`config.mk`:
```
export PLATFORM = sky130hd
export DESIGN_NAME = ndw_frame_pipe_flat
export DESIGN_NICKNAME = d
export VERILOG_FILES = /design/src/rtl/ndw_pkg.sv /design/src/rtl/ndw_frame_pipe_if.sv /design/src/rtl/ndw_leaf.sv /design/src/rtl/ndw_frame_pipe.sv /design/src/flat_wrapper.sv
export SDC_FILE = /design/constraint.sdc
export NUM_CORES = 1
export LEC_CHECK = 0
export CORE_MARGIN = 10
export CORE_UTILIZATION = 32
export DETAILED_ROUTE_END_ITERATION = 10
export MAX_ROUTING_LAYER = met4
export PLACE_DENSITY = 0.76
export SKIP_LAST_GASP = 1
export SLEW_MARGIN = 20
export SYNTH_ARGS = -nofsm -noshare
export SYNTH_HDL_FRONTEND = slang
export SYNTH_SLANG_ARGS = --single-unit
```
`constraint.sdc`:
```
create_clock -name sys_clk -period 1.2 [get_ports sys_clk]
set_input_delay 0.24 -clock sys_clk [delete_from_list [all_inputs] [get_ports sys_clk]]
set_output_delay 0.24 -clock sys_clk [all_outputs]
set_load 0.01 [all_outputs]
```
`src/rtl/ndw_pkg.sv`:
```
// ndw_pkg: shared state encoding and leaf-count helper for the wide frame NAND pipe
package ndw_pkg;
  typedef enum logic {FST_IDLE, FST_ACCUM} fst_e;
  function automatic int leaves(int w, int l);
    return (w + l - 1) / l;
  endfunction
endpackage

```
`src/rtl/ndw_frame_pipe_if.sv`:
```
// ndw_frame_pipe_if: beat input bus and frame result outputs of the wide NAND pipe
interface ndw_frame_pipe_if #(parameter int WIDTH = 26);
  logic [WIDTH-1:0] a;
  logic in_vld;
  logic in_first;
  logic in_last;
  logic q;
  logic q_vld;
  logic busy;
  logic err;
  modport master (output a, in_vld, in_first, in_last, input q, q_vld, busy, err);
  modport slave (input a, in_vld, in_first, in_last, output q, q_vld, busy, err);
endinterface

```
`src/rtl/ndw_leaf.sv`:
```
// ndw_leaf: registered LEAF-wide AND; bits at or above VALID are forced to 1
module ndw_leaf #(
  parameter int LEAF = 8,
  parameter int VALID = LEAF
) (
  input  logic            clk,
  input  logic            rst_n,
  input  logic [LEAF-1:0] d,
  output logic            y
);
  logic [LEAF-1:0] pad;
  always_comb begin
    for (int i = 0; i < LEAF; i++) pad[i] = (i >= VALID);
  end
  always_ff @(posedge clk or negedge rst_n)
    if (!rst_n) y <= 1'b1;
    else y <= &(d | pad);
endmodule

```
`src/rtl/ndw_frame_pipe.sv`:
```
// ndw_frame_pipe: pipelined wide NAND reduction accumulated over in_first/in_last framed beats.
// ND_OUT_REG_EN adds one output register on q, q_vld and err.
module ndw_frame_pipe
  import ndw_pkg::*;
#(
  parameter int WIDTH = 26,
  parameter int LEAF = 8
) (
  input logic sys_clk,
  input logic resetl,
  ndw_frame_pipe_if.slave bus
);
  localparam int LEAVES = leaves(WIDTH, LEAF);
  logic [LEAVES*LEAF-1:0] a_ext;
  logic [LEAVES-1:0] leaf;
  logic s1_vld, s1_first, s1_last;
  logic acc, acc_n, open, q_s, q_vld_s, err_s;
  fst_e state;
  always_comb begin
    a_ext = '0;
    a_ext[WIDTH-1:0] = bus.a;
  end
  for (genvar i = 0; i < LEAVES; i++) begin : g_leaf
    ndw_leaf #(
      .LEAF(LEAF),
      .VALID((WIDTH - i*LEAF) >= LEAF ? LEAF : WIDTH - i*LEAF)
    ) u_leaf (
      .clk(sys_clk),
      .rst_n(resetl),
      .d(a_ext[i*LEAF +: LEAF]),
      .y(leaf[i])
    );
  end
  // A first beat always opens a frame, discarding whatever was accumulating.
  always_comb begin
    open = s1_first | (state == FST_ACCUM);
    acc_n = (s1_first | acc) & (&leaf);
  end
  always_ff @(posedge sys_clk or negedge resetl)
    if (!resetl) begin
      s1_vld <= 1'b0;
      s1_first <= 1'b0;
      s1_last <= 1'b0;
      state <= FST_IDLE;
      acc <= 1'b1;
      q_s <= 1'b1;
      q_vld_s <= 1'b0;
      err_s <= 1'b0;
    end else begin
      s1_vld <= bus.in_vld;
      s1_first <= bus.in_first;
      s1_last <= bus.in_last;
      q_vld_s <= 1'b0;
      err_s <= 1'b0;
      if (s1_vld) begin
        err_s <= s1_first ? (state == FST_ACCUM) : (state == FST_IDLE);
        if (open && s1_last) begin
          q_s <= ~acc_n;
          q_vld_s <= 1'b1;
          acc <= 1'b1;
          state <= FST_IDLE;
        end else if (open) begin
          acc <= acc_n;
          state <= FST_ACCUM;
        end
      end
    end
  assign bus.busy = (state == FST_ACCUM) | s1_vld;
`ifdef ND_OUT_REG_EN
  logic q_o, q_vld_o, err_o;
  always_ff @(posedge sys_clk or negedge resetl)
    if (!resetl) begin
      q_o <= 1'b1;
      q_vld_o <= 1'b0;
      err_o <= 1'b0;
    end else begin
      q_o <= q_s;
      q_vld_o <= q_vld_s;
      err_o <= err_s;
    end
  assign bus.q = q_o;
  assign bus.q_vld = q_vld_o;
  assign bus.err = err_o;
`else
  assign bus.q = q_s;
  assign bus.q_vld = q_vld_s;
  assign bus.err = err_s;
`endif
endmodule

```
`src/flat_wrapper.sv`:
```
// flat-port wrapper written by rule: the top's interface ports become plain ports
module ndw_frame_pipe_flat import ndw_pkg::*;
#(
  parameter int WIDTH = 26,
  parameter int LEAF = 8
)
  (sys_clk, resetl, bus_a, bus_in_vld, bus_in_first, bus_in_last, bus_q, bus_q_vld, bus_busy, bus_err);
  ndw_frame_pipe_if #(.WIDTH(WIDTH)) bus_i ();
  input logic sys_clk;
  input logic resetl;
  input wire logic [$bits(bus_i.a)-1:0] bus_a;
  input wire logic [$bits(bus_i.in_vld)-1:0] bus_in_vld;
  input wire logic [$bits(bus_i.in_first)-1:0] bus_in_first;
  input wire logic [$bits(bus_i.in_last)-1:0] bus_in_last;
  output wire logic [$bits(bus_i.q)-1:0] bus_q;
  output wire logic [$bits(bus_i.q_vld)-1:0] bus_q_vld;
  output wire logic [$bits(bus_i.busy)-1:0] bus_busy;
  output wire logic [$bits(bus_i.err)-1:0] bus_err;
  assign bus_i.a = bus_a;
  assign bus_i.in_vld = bus_in_vld;
  assign bus_i.in_first = bus_in_first;
  assign bus_i.in_last = bus_in_last;
  assign bus_q = bus_i.q;
  assign bus_q_vld = bus_i.q_vld;
  assign bus_busy = bus_i.busy;
  assign bus_err = bus_i.err;
  ndw_frame_pipe #(.WIDTH(WIDTH), .LEAF(LEAF)) u_core (.sys_clk(sys_clk), .resetl(resetl), .bus(bus_i));
endmodule
```
==> impl_metrics.xml <==
<?xml version="1.0" encoding="UTF-8"?>
<metrics>
  <group name="clock_tree">
    <metric name="clockRootBuffer" unit="">sky130_fd_sc_hd__clkbuf_4</metric>
    <metric name="clock_path_buffers" unit="">2</metric>
    <metric name="h_tree_lvls" unit="">1</metric>
    <metric name="numCtsBuffers" unit="">3</metric>
    <metric name="clock_insertion_delay_worst_skew" unit="ps">270</metric>
    <metric name="tritoncts_clock_tree" unit="">built</metric>
    <metric name="cts.hold.buffers_added" unit="">0</metric>
    <metric name="clkTransAtPathRegs" unit="ps">70</metric>
    <metric name="cts_num_sinks" unit="">12</metric>
  </group>
  <group name="drt">
    <metric name="drc" unit="">0</metric>
    <metric name="antenna_left" unit="">0</metric>
    <metric name="post_drt_wl_per_cell" unit="µm">13.34</metric>
    <metric name="vias_per_cell" unit="">4.635</metric>
    <metric name="routed-via-count" unit="">445</metric>
    <metric name="detailedRoute.firstPassIterationCount" unit="">3</metric>
    <metric name="wl" unit="µm">1281</metric>
    <metric name="drt_iter0_drc" unit="">4</metric>
  </group>
  <group name="placement">
    <metric name="dp_hpwl" unit="µm">1146</metric>
    <metric name="routabilityCongestion" unit="">0.7447</metric>
    <metric name="dp_slack" unit="ps">-185.7</metric>
    <metric name="port-buffer-count" unit="">34</metric>
    <metric name="dpl_cell_area" unit="µm²">845.8</metric>
  </group>
  <group name="job">
    <metric name="max_cap_violations" unit="">0</metric>
  </group>
  <group name="timing">
    <metric name="rsz0062_at_grt" unit="">yes</metric>
    <metric name="number_of_max_slew_violations_in_the_final_report" unit="">0</metric>
    <metric name="post-route-period-util" unit="%">104.4</metric>
    <metric name="finish_stage_setup_viols" unit="">2</metric>
    <metric name="hold_violations" unit="">0</metric>
    <metric name="final_period_minus_worst_setup_slack" unit="ps">1253</metric>
    <metric name="tightest_slew" unit="ps">151.2</metric>
    <metric name="timing.fmax" unit="MHz">798.2</metric>
    <metric name="clock-skew-final" unit="ps">1.681</metric>
    <metric name="setup_slack" unit="ps">-52.83</metric>
    <metric name="max-slew-margin-rel" unit="%">89.92</metric>
  </group>
  <group name="floorplan">
    <metric name="placeableCoreArea" unit="µm²">1350</metric>
    <metric name="die_height" unit="µm">58.40</metric>
    <metric name="fp.dieW" unit="µm">58.40</metric>
    <metric name="pin_count" unit="">35</metric>
    <metric name="rows" unit="">13</metric>
    <metric name="start_util" unit="%">34.94</metric>
    <metric name="die_footprint" unit="µm²">3410</metric>
  </group>
  <group name="power">
    <metric name="worst_vdd_drop" unit="µV">632.4</metric>
    <metric name="power_per_cell_area" unit="nW/µm²">1137</metric>
    <metric name="power.static_leakage" unit="µW">0.0003855</metric>
  </group>
  <group name="global_route">
    <metric name="globalRouteOverflowTotal" unit="">0</metric>
    <metric name="groute.usage.overall" unit="%">8.150</metric>
    <metric name="grt_first_pass_wirelength" unit="µm">2070</metric>
    <metric name="use_met2" unit="%">13.20</metric>
    <metric name="grt_busiest_layer" unit="">met2</metric>
    <metric name="antenna_found_initial" unit="">0</metric>
    <metric name="grt_use_met3" unit="%">4.077</metric>
    <metric name="first_global_vias" unit="">527</metric>
    <metric name="grt_max_degree" unit="">13</metric>
    <metric name="groute.layer.met1.usage" unit="%">7.531</metric>
  </group>
  <group name="critical_path">
    <metric name="crit_path_max_fanout" unit="">2</metric>
    <metric name="critPathKind" unit="">reg2out</metric>
    <metric name="critPathLaunchType" unit="">flip-flop</metric>
    <metric name="worstSetupEndpointType" unit="">output port</metric>
    <metric name="worst_ep_arrival_time" unit="ps">1010</metric>
    <metric name="critPathRequiredTime" unit="ps">960</metric>
  </group>
  <group name="final_layout">
    <metric name="number_of_flip_flops_in_the_largest_register" unit="">4</metric>
    <metric name="n_fill_cell" unit="">127</metric>
    <metric name="syn_to_final_growth" unit="%">89.39</metric>
    <metric name="most_common_cell_after_layout_fill_and_taps_aside" unit="">sky130_fd_sc_hd__clkdlybuf4s50_1</metric>
    <metric name="regMostFlops" unit="">u_core.g_leaf.u_leaf.y</metric>
    <metric name="layout-drive-gt1-share" unit="%">23.46</metric>
    <metric name="final_util" unit="%">66.17</metric>
    <metric name="layout.cells.most_common_list" unit="">sky130_fd_sc_hd__clkdlybuf4s50_1, sky130_fd_sc_hd__nand4_1, sky130_fd_sc_hd__dfstp_2, sky130_fd_sc_hd__dfrtp_1, sky130_fd_sc_hd__nor2_1</metric>
    <metric name="ant_diodes" unit="">0</metric>
    <metric name="finalInstanceArea" unit="µm²">893.4</metric>
    <metric name="fin_nets" unit="">115</metric>
  </group>
  <group name="synth">
    <metric name="synth.distinct_cells" unit="">15</metric>
    <metric name="synth_seq_area_share" unit="%">65.25</metric>
    <metric name="post_synth_inst_count" unit="">40</metric>
    <metric name="post_synthesis_area_per_instance" unit="µm²">11.79</metric>
    <metric name="syn_area" unit="µm²">471.7</metric>
    <metric name="post_synthesis_sequential_element_count" unit="">12</metric>
    <metric name="synth_warnings" unit="">0</metric>
    <metric name="net_count_after_synthesis" unit="">73</metric>
  </group>
  <group name="status">
    <metric name="outcome" unit="">complete, but fails checks</metric>
    <metric name="violations_in_the_final_reports" unit="">negative setup slack</metric>
  </group>
  <group name="min_path">
    <metric name="hp-class" unit="">in2async</metric>
  </group>
</metrics>
## final cells by class
type,count,area (µm²),area share (%)
clock buffers,4,36.28,4.062
inverters,4,17.52,1.961
multi-input cells,24,156.4,17.51
flip-flops and latches,12,307.8,34.45
well taps,15,18.77,2.101
repair buffers,37,356.6,39.92
## routing by layer
metal,share of wire [%],vias up
met5,0,-
met4,0,0
met3,6.7,0
met2,50,24
met1,43,200
li1,-,221
## power by group
part	internal [µW]	total (µW)	switching, µW
sequential	452	469	16.6
combinational	155	233	78.4
clock	184	314	130
## final timing paths
check / startpoint / cells past startpoint / to / slack [ps]
min in group sys_clk: bus_in_last / 1 / u_core.s1_last / 410
hold / removal: resetl / 2 / u_core.bus.err / 260
setup / recovery: u_core.s1_vld / 2 / bus_busy / -50
setup reg to reg: u_core.state / 6 / u_core.acc / -10
hold reg to reg: u_core.bus.q / 2 / u_core.bus.q / 470
max in group asynchronous: resetl / 2 / u_core.bus.q / 720
## through the flow
step	TNS (ps)	hold slack (ps)	instances	power, µW
2_1_floorplan	0	-55.59	40	535.0
3_3_place_gp	-222.4	468.0	91	688.8
3_5_place_dp	-273.3	501.5	91	699.6
4_1_cts	-257.7	253.2	96	1015
5_1_grt	-269.5	263.5	96	1069
6_report	-66.88	258.6	96	1016
## cells in the mapped netlist (all sizes together)
cell type	number	area share, %
nand3b	1	1.6
dfrtp	6	32
nor2	5	4.0
o21ai	3	3.2
ha	2	5.3
o22a	1	1.9
inv	4	3.2
and2b	1	1.6
and2	1	1.3
dfstp	6	33
nand2	1	0.79
or2	1	1.3
nor2b	1	1.3
nand4	7	9.3
## cells by family after synthesis
logic type	count (synthesis)	synth area share, %
buf+inv	4	3.182
simple gates	18	21.22
compound gates	4	5.039
fa+ha+maj	2	5.304
flops	12	65.25
## worst max-delay path: stages (launching register included)
cell and delay [ps]:
sky130_fd_sc_hd__dfrtp_1 380, sky130_fd_sc_hd__or2_4 250, sky130_fd_sc_hd__buf_6 120
## what timing repair did
action                                  CTS  global route
endpoints found under the setup margin    4             4
gates resized for setup                  10             8
pin swaps                                 0             1
buffers inserted                          1             0
Note: power is estimated with default switching activity, not from simulation.
